===== src/rtl/input_conditioner_pkg.sv =====
// Shared types and timing defaults for the button/switch input conditioner.
package input_conditioner_pkg;

  typedef enum logic [0:0] {
    ST_STABLE   = 1'b0,
    ST_CHANGING = 1'b1
  } db_state_e;

  localparam int CLK_HZ = 50000000;
  localparam int DB_MS  = 20;

  // Stable-sample count for a debounce window of db_ms milliseconds.
  function automatic int db_cycles(input int clk_hz, input int db_ms);
    return (clk_hz / 1000) * db_ms;
  endfunction

endpackage


===== src/rtl/debounce_cell.sv =====
// One input: 2-flop synchroniser followed by a counting debounce FSM.
// change_o is a one-cycle strobe coincident with the new level_o.
module debounce_cell
  import input_conditioner_pkg::*;
#(
  parameter int   DB_CYCLES = 2,
  parameter logic RESET_VAL = 1'b0
) (
  input  logic clk_i,
  input  logic rst_ni,
  input  logic raw_i,
  output logic level_o,
  output logic change_o
);

  localparam int CW = $clog2(DB_CYCLES);
  localparam logic [CW-1:0] CNT_ONE  = CW'(1);
  localparam logic [CW-1:0] CNT_LAST = CW'(DB_CYCLES - 1);

  logic            sync1_q, sync2_q;
  db_state_e       state_q, state_d;
  logic [CW-1:0]   cnt_q, cnt_d;
  logic            stable_q, stable_d;
  logic            change_q, change_d;

  always_comb begin
    state_d  = state_q;
    cnt_d    = cnt_q;
    stable_d = stable_q;
    change_d = 1'b0;
    case (state_q)
      ST_STABLE: begin
        if (sync2_q != stable_q) begin
          state_d = ST_CHANGING;
          cnt_d   = CNT_ONE;
        end else begin
          cnt_d = '0;
        end
      end
      ST_CHANGING: begin
        // A bounce back to the held level abandons the candidate change.
        if (sync2_q == stable_q) begin
          state_d = ST_STABLE;
          cnt_d   = '0;
        end else if (cnt_q == CNT_LAST) begin
          stable_d = sync2_q;
          change_d = 1'b1;
          state_d  = ST_STABLE;
          cnt_d    = '0;
        end else begin
          cnt_d = cnt_q + CNT_ONE;
        end
      end
      default: begin
        state_d = ST_STABLE;
        cnt_d   = '0;
      end
    endcase
  end

  always_ff @(posedge clk_i) begin
    if (!rst_ni) begin
      sync1_q  <= RESET_VAL;
      sync2_q  <= RESET_VAL;
      state_q  <= ST_STABLE;
      cnt_q    <= '0;
      stable_q <= RESET_VAL;
      change_q <= 1'b0;
    end else begin
      sync1_q  <= raw_i;
      sync2_q  <= sync1_q;
      state_q  <= state_d;
      cnt_q    <= cnt_d;
      stable_q <= stable_d;
      change_q <= change_d;
    end
  end

  assign level_o  = stable_q;
  assign change_o = change_q;

endmodule


===== src/rtl/input_conditioner.sv =====
// Board front end: debounced button/switch levels, press pulses, sticky
// press flags with per-bit clear, and a switch-change strobe.
module input_conditioner
  import input_conditioner_pkg::*;
#(
  parameter int N_BTN          = 2,
  parameter int N_SW           = 4,
  parameter int DB_CYCLES      = db_cycles(CLK_HZ, DB_MS),
  parameter bit BTN_ACTIVE_LOW = 1'b1
) (
  input  logic             clk_clk,
  input  logic             reset_reset_n,
  input  logic [N_BTN-1:0] btn_raw,
  input  logic [N_SW-1:0]  sw_raw,
  output logic [N_BTN-1:0] btn_export,
  output logic [N_SW-1:0]  switches_export,
  output logic [N_BTN-1:0] btn_press,
  output logic [N_BTN-1:0] btn_event,
  input  logic [N_BTN-1:0] event_clr,
  output logic             sw_change
);

  localparam logic BTN_IDLE = BTN_ACTIVE_LOW ? 1'b1 : 1'b0;

  logic [N_BTN-1:0] btn_lvl, btn_chg;
  logic [N_SW-1:0]  sw_lvl, sw_chg;
  logic [N_BTN-1:0] btn_event_q, btn_event_d;

  for (genvar i = 0; i < N_BTN; i++) begin : g_btn
    debounce_cell #(
      .DB_CYCLES(DB_CYCLES),
      .RESET_VAL(BTN_IDLE)
    ) u_cell (
      .clk_i   (clk_clk),
      .rst_ni  (reset_reset_n),
      .raw_i   (btn_raw[i]),
      .level_o (btn_lvl[i]),
      .change_o(btn_chg[i])
    );
  end

  for (genvar i = 0; i < N_SW; i++) begin : g_sw
    debounce_cell #(
      .DB_CYCLES(DB_CYCLES),
      .RESET_VAL(1'b0)
    ) u_cell (
      .clk_i   (clk_clk),
      .rst_ni  (reset_reset_n),
      .raw_i   (sw_raw[i]),
      .level_o (sw_lvl[i]),
      .change_o(sw_chg[i])
    );
  end

  // Both terms are flops, so the pulse lines up with the new pressed level.
  assign btn_press = btn_chg & (btn_lvl ^ {N_BTN{BTN_IDLE}});

  // A press in the same cycle as a clear keeps the flag set.
  assign btn_event_d = btn_press | (btn_event_q & ~event_clr);

  always_ff @(posedge clk_clk) begin
    if (!reset_reset_n) begin
      btn_event_q <= '0;
    end else begin
      btn_event_q <= btn_event_d;
    end
  end

  assign btn_export      = btn_lvl;
  assign switches_export = sw_lvl;
  assign btn_event       = btn_event_q;
  assign sw_change       = |sw_chg;

endmodule


===== config.mk =====
export PLATFORM = sky130hd
export DESIGN_NAME = input_conditioner
export DESIGN_NICKNAME = d
export VERILOG_FILES = /design/src/rtl/input_conditioner_pkg.sv /design/src/rtl/debounce_cell.sv /design/src/rtl/input_conditioner.sv
export SDC_FILE = /design/constraint.sdc
export NUM_CORES = 1
export LEC_CHECK = 0
export CAP_MARGIN = 10
export CORE_MARGIN = 2
export CORE_UTILIZATION = 60
export DETAILED_ROUTE_END_ITERATION = 10
export GPL_TIMING_DRIVEN = 1
export PLACE_DENSITY = 0.77
export SLEW_MARGIN = 40
export SYNTH_ARGS = -nofsm -noshare
export SYNTH_HDL_FRONTEND = slang
export SYNTH_SLANG_ARGS = --single-unit

===== constraint.sdc =====
create_clock -name clk_clk -period 6.17 [get_ports clk_clk]
set_clock_uncertainty 0.2 [all_clocks]
set_input_delay 1.234 -clock clk_clk [delete_from_list [all_inputs] [get_ports clk_clk]]
set_output_delay 1.234 -clock clk_clk [all_outputs]
set_load 0.01 [all_outputs]

==> run metrics <==
outcome finished clean; IR drop worst, VDD 0.000250 V; Syn Nets 766; Synth Flop Type dfxtp_1; die area approximately 0.012 mm^2; Critical-path top delay cell or4_1; CP top delay family simple AND/OR/NAND/NOR gates; worst hold path type reg -> reg; final WL 12800 um; Yosys top cell area share 46.4%; Post-CTS Repair Setup Buffers 0; wire length of the first global-routing pass 21600 um; CP max FO 1; Max-slew headroom 49.1%; worst r2r src g_sw[3].u_cell.cnt_q[0]; post-synthesis sequential area ratio 46.4%; port bufs 20; Syn Area/Cell 8.75 um^2; GP Congestion 0.831; CTS HTree Levels 4; Initial DRT Pass Iterations 4; initial antenna violation count 0; #FFs+latches synth 152; Worst-path clk slew 0.06 ns; Placed Cells incl. Taps a little under 900; Post-DP Area 0.00682 mm^2; CTS tree built; Post-synth EDFFs 0; post-route ant nets 0; Mapped Area 0.00657 mm^2; CTS root buffer clkbuf_8; # resized after CTS 0; vias in the first global route about 5000; detailed-route vias per instance 5.76; Starting Density 61.1%; Antenna Cells 0; post-route setup TNS 0 ns; hold-critical path endpoint g_btn[1].u_cell.sync2_q; TritonCTS Buffers 17; final setup margin 2.87 ns; dominant cells by area after synthesis dfxtp_1, xnor2_1, nor2_1, xor2_1, nand3_1; synth cell count leaders dfxtp_1, nor2_1, nand2_1, nand3_1, xnor2_1; WP data required 4.74 ns; Crit. End Element output port; largest net degree at the start of global routing 29; post-route insts no fill 915; Area growth syn-to-layout 13.2%; Rows 38; Least-Margin Pin Slew 0.757 ns; post-synth cell types 49; FF-to-FF End g_sw[3].u_cell.cnt_q[15]; cell count after synthesis between 700 and 800; Remaining Overflow, GRT 0; CTS sink cnt about 150; DR WL/cell 14.0 um; Total Routing Usage GR 22.8%; chip height 109 um; Hold Path Origin g_btn[1].u_cell.sync1_q; Core ar. 0.0107 mm^2; layout cell share with drive strength beyond 1 5.81%; RSZ-0062 raised after global routing false; fmax 0.303 GHz; period utilisation layout 53.4%; CP Cell Sequence or4_1 -> clkdlybuf4s50_1; hold buffer count at CTS 0; Fin. Hold Viols 0; slowest cell delay on critical path 0.55 ns; flop2flop setup slack around 3.6 ns; PD cells between 200 and 300 mW/mm^2; Residual DRC 0; R2R depth 5; Worst Setup Start Kind flop; Max Cap Viol 0; die width 109 um; Final Core Density 69.2%; Worst EP arrival 1.86 ns; NumNets Final 778; fraction of registers with async set/reset 0%; # setup viols final 0; crit path time final 3.30 ns; Yosys top cell by area dfxtp_1; hpwl dp between 8000 and 9000 um; Place WS 2.56 ns; yosys warns 0; most common cell in the synthesized netlist dfxtp_1; IO Count 21; 1st-iter DRT viols 298; latest clock arrival within the worst-skew pair 0.53 ns; Leak approximately 2.3 nW; vias 5271; final instance area 0.00743 mm^2; WS Path Type reg -> out; Max clock buf depth 2; max-slew violation count 0; Critical path buffers and inverters 1; WHS Path Cells 1
==> worst register-to-register path: cells and delay by family, from the launching register on <==
kind / cells / cell delay [ns]
AO/OA/AOI/OAI: 1 / 0.54
adder cells (fa/ha/maj): 1 / 0.21
flip-flops: 1 / 0.37
AND/OR/NAND/NOR: 3 / 1.07
==> stage by stage <==
step | power [mW] | hold WS [ns]
global route | 2.14 | 0.241
detailed placement | 1.03 | 0.196
finish | 2.08 | 0.213
floorplan | 1.02 | 0.186
global placement | 1.03 | 0.190
CTS | 2.10 | 0.211
==> layer usage <==
layer	up-vias	part of all wire, %	track usage, %	routed length (um)
met5	-	0	0	0
met4	0	1.9	9.34	248
met3	22	2.9	5.49	368
met2	82	49	39.2	6310
met1	2496	46	27.3	5890
li1	2671	-	-	-
==> layout make-up <==
| class | count | area, um^2 |
|---|---|---|
| Sequential cell | 152 | 3040 |
| Clock buffer | 20 | 445 |
| Multi-Input combinational cell | 539 | 3270 |
| Inverter | 31 | 116 |
| Tap cell | 140 | 175 |
| Fill cell | 827 | 3310 |
| Timing Repair Buffer | 21 | 203 |
| Clock inverter | 12 | 174 |
==> cells by family (layout without fill, tap and decap cells) <==
family          count (synthesis)  in the layout  synth area share, %
compound gates                 83             83                 7.87
simple gates                  365            365                 29.4
xor+xnor                       84             84                 11.2
buf+inv                        59             84                 3.83
fa+ha+maj                       6              6                 1.14
flops                         152            152                 46.4
mux                             1              1                0.152
==> sequential cells by signal, indices dropped and copies added (netlist names) <==
register and flops:
g_btn.u_cell.cnt_q 40, btn_event 2, g_sw.u_cell.change_o 4, g_sw.u_cell.level_o 4, g_sw.u_cell.sync1_q 4, g_btn.u_cell.level_o 2, g_btn.u_cell.change_o 2, g_sw.u_cell.state_q 4
g_btn.u_cell.state_q 2, g_btn.u_cell.sync1_q 2, g_btn.u_cell.sync2_q 2, g_sw.u_cell.sync2_q 4, g_sw.u_cell.cnt_q 80
==> power breakdown <==
group | switching (mW) | internal [mW] | leakage, nW
clock network | 0.398 | 0.677 | 0.305
logic | 0.00904 | 0.00939 | 0.751
registers | 0.00370 | 0.987 | 1.23
==> worst max-delay path by stage <==
stage                             from                         to  slack [ns]  depth (start not counted)
2_1_floorplan            reset_reset_n   g_sw[2].u_cell.cnt_q[10]        3.50                          6
3_3_place_gp             reset_reset_n  g_btn[0].u_cell.cnt_q[13]        2.63                          4
3_5_place_dp             reset_reset_n   g_sw[2].u_cell.cnt_q[15]        2.56                          4
4_1_cts        g_sw[1].u_cell.change_o                  sw_change        2.85                          2
5_1_grt        g_sw[1].u_cell.change_o                  sw_change        2.82                          2
6_report       g_sw[1].u_cell.change_o                  sw_change        2.87                          2
==> cells in the final DEF, fill, tap and decap left out, drive strengths merged, types with 14 or more instances in the layout <==
master and count:
dfxtp 152, nor2 102, nand2 45, nand3 45, xnor2 44, xor2 40
nand4 36, a21oi 35, inv 31, nor4 25, clkbuf 20, clkdlybuf4s50 19
or3 19, o21ai 18, nor3 17, or4 14, and4 14, and3 14
(Power assumes the default switching activity.)
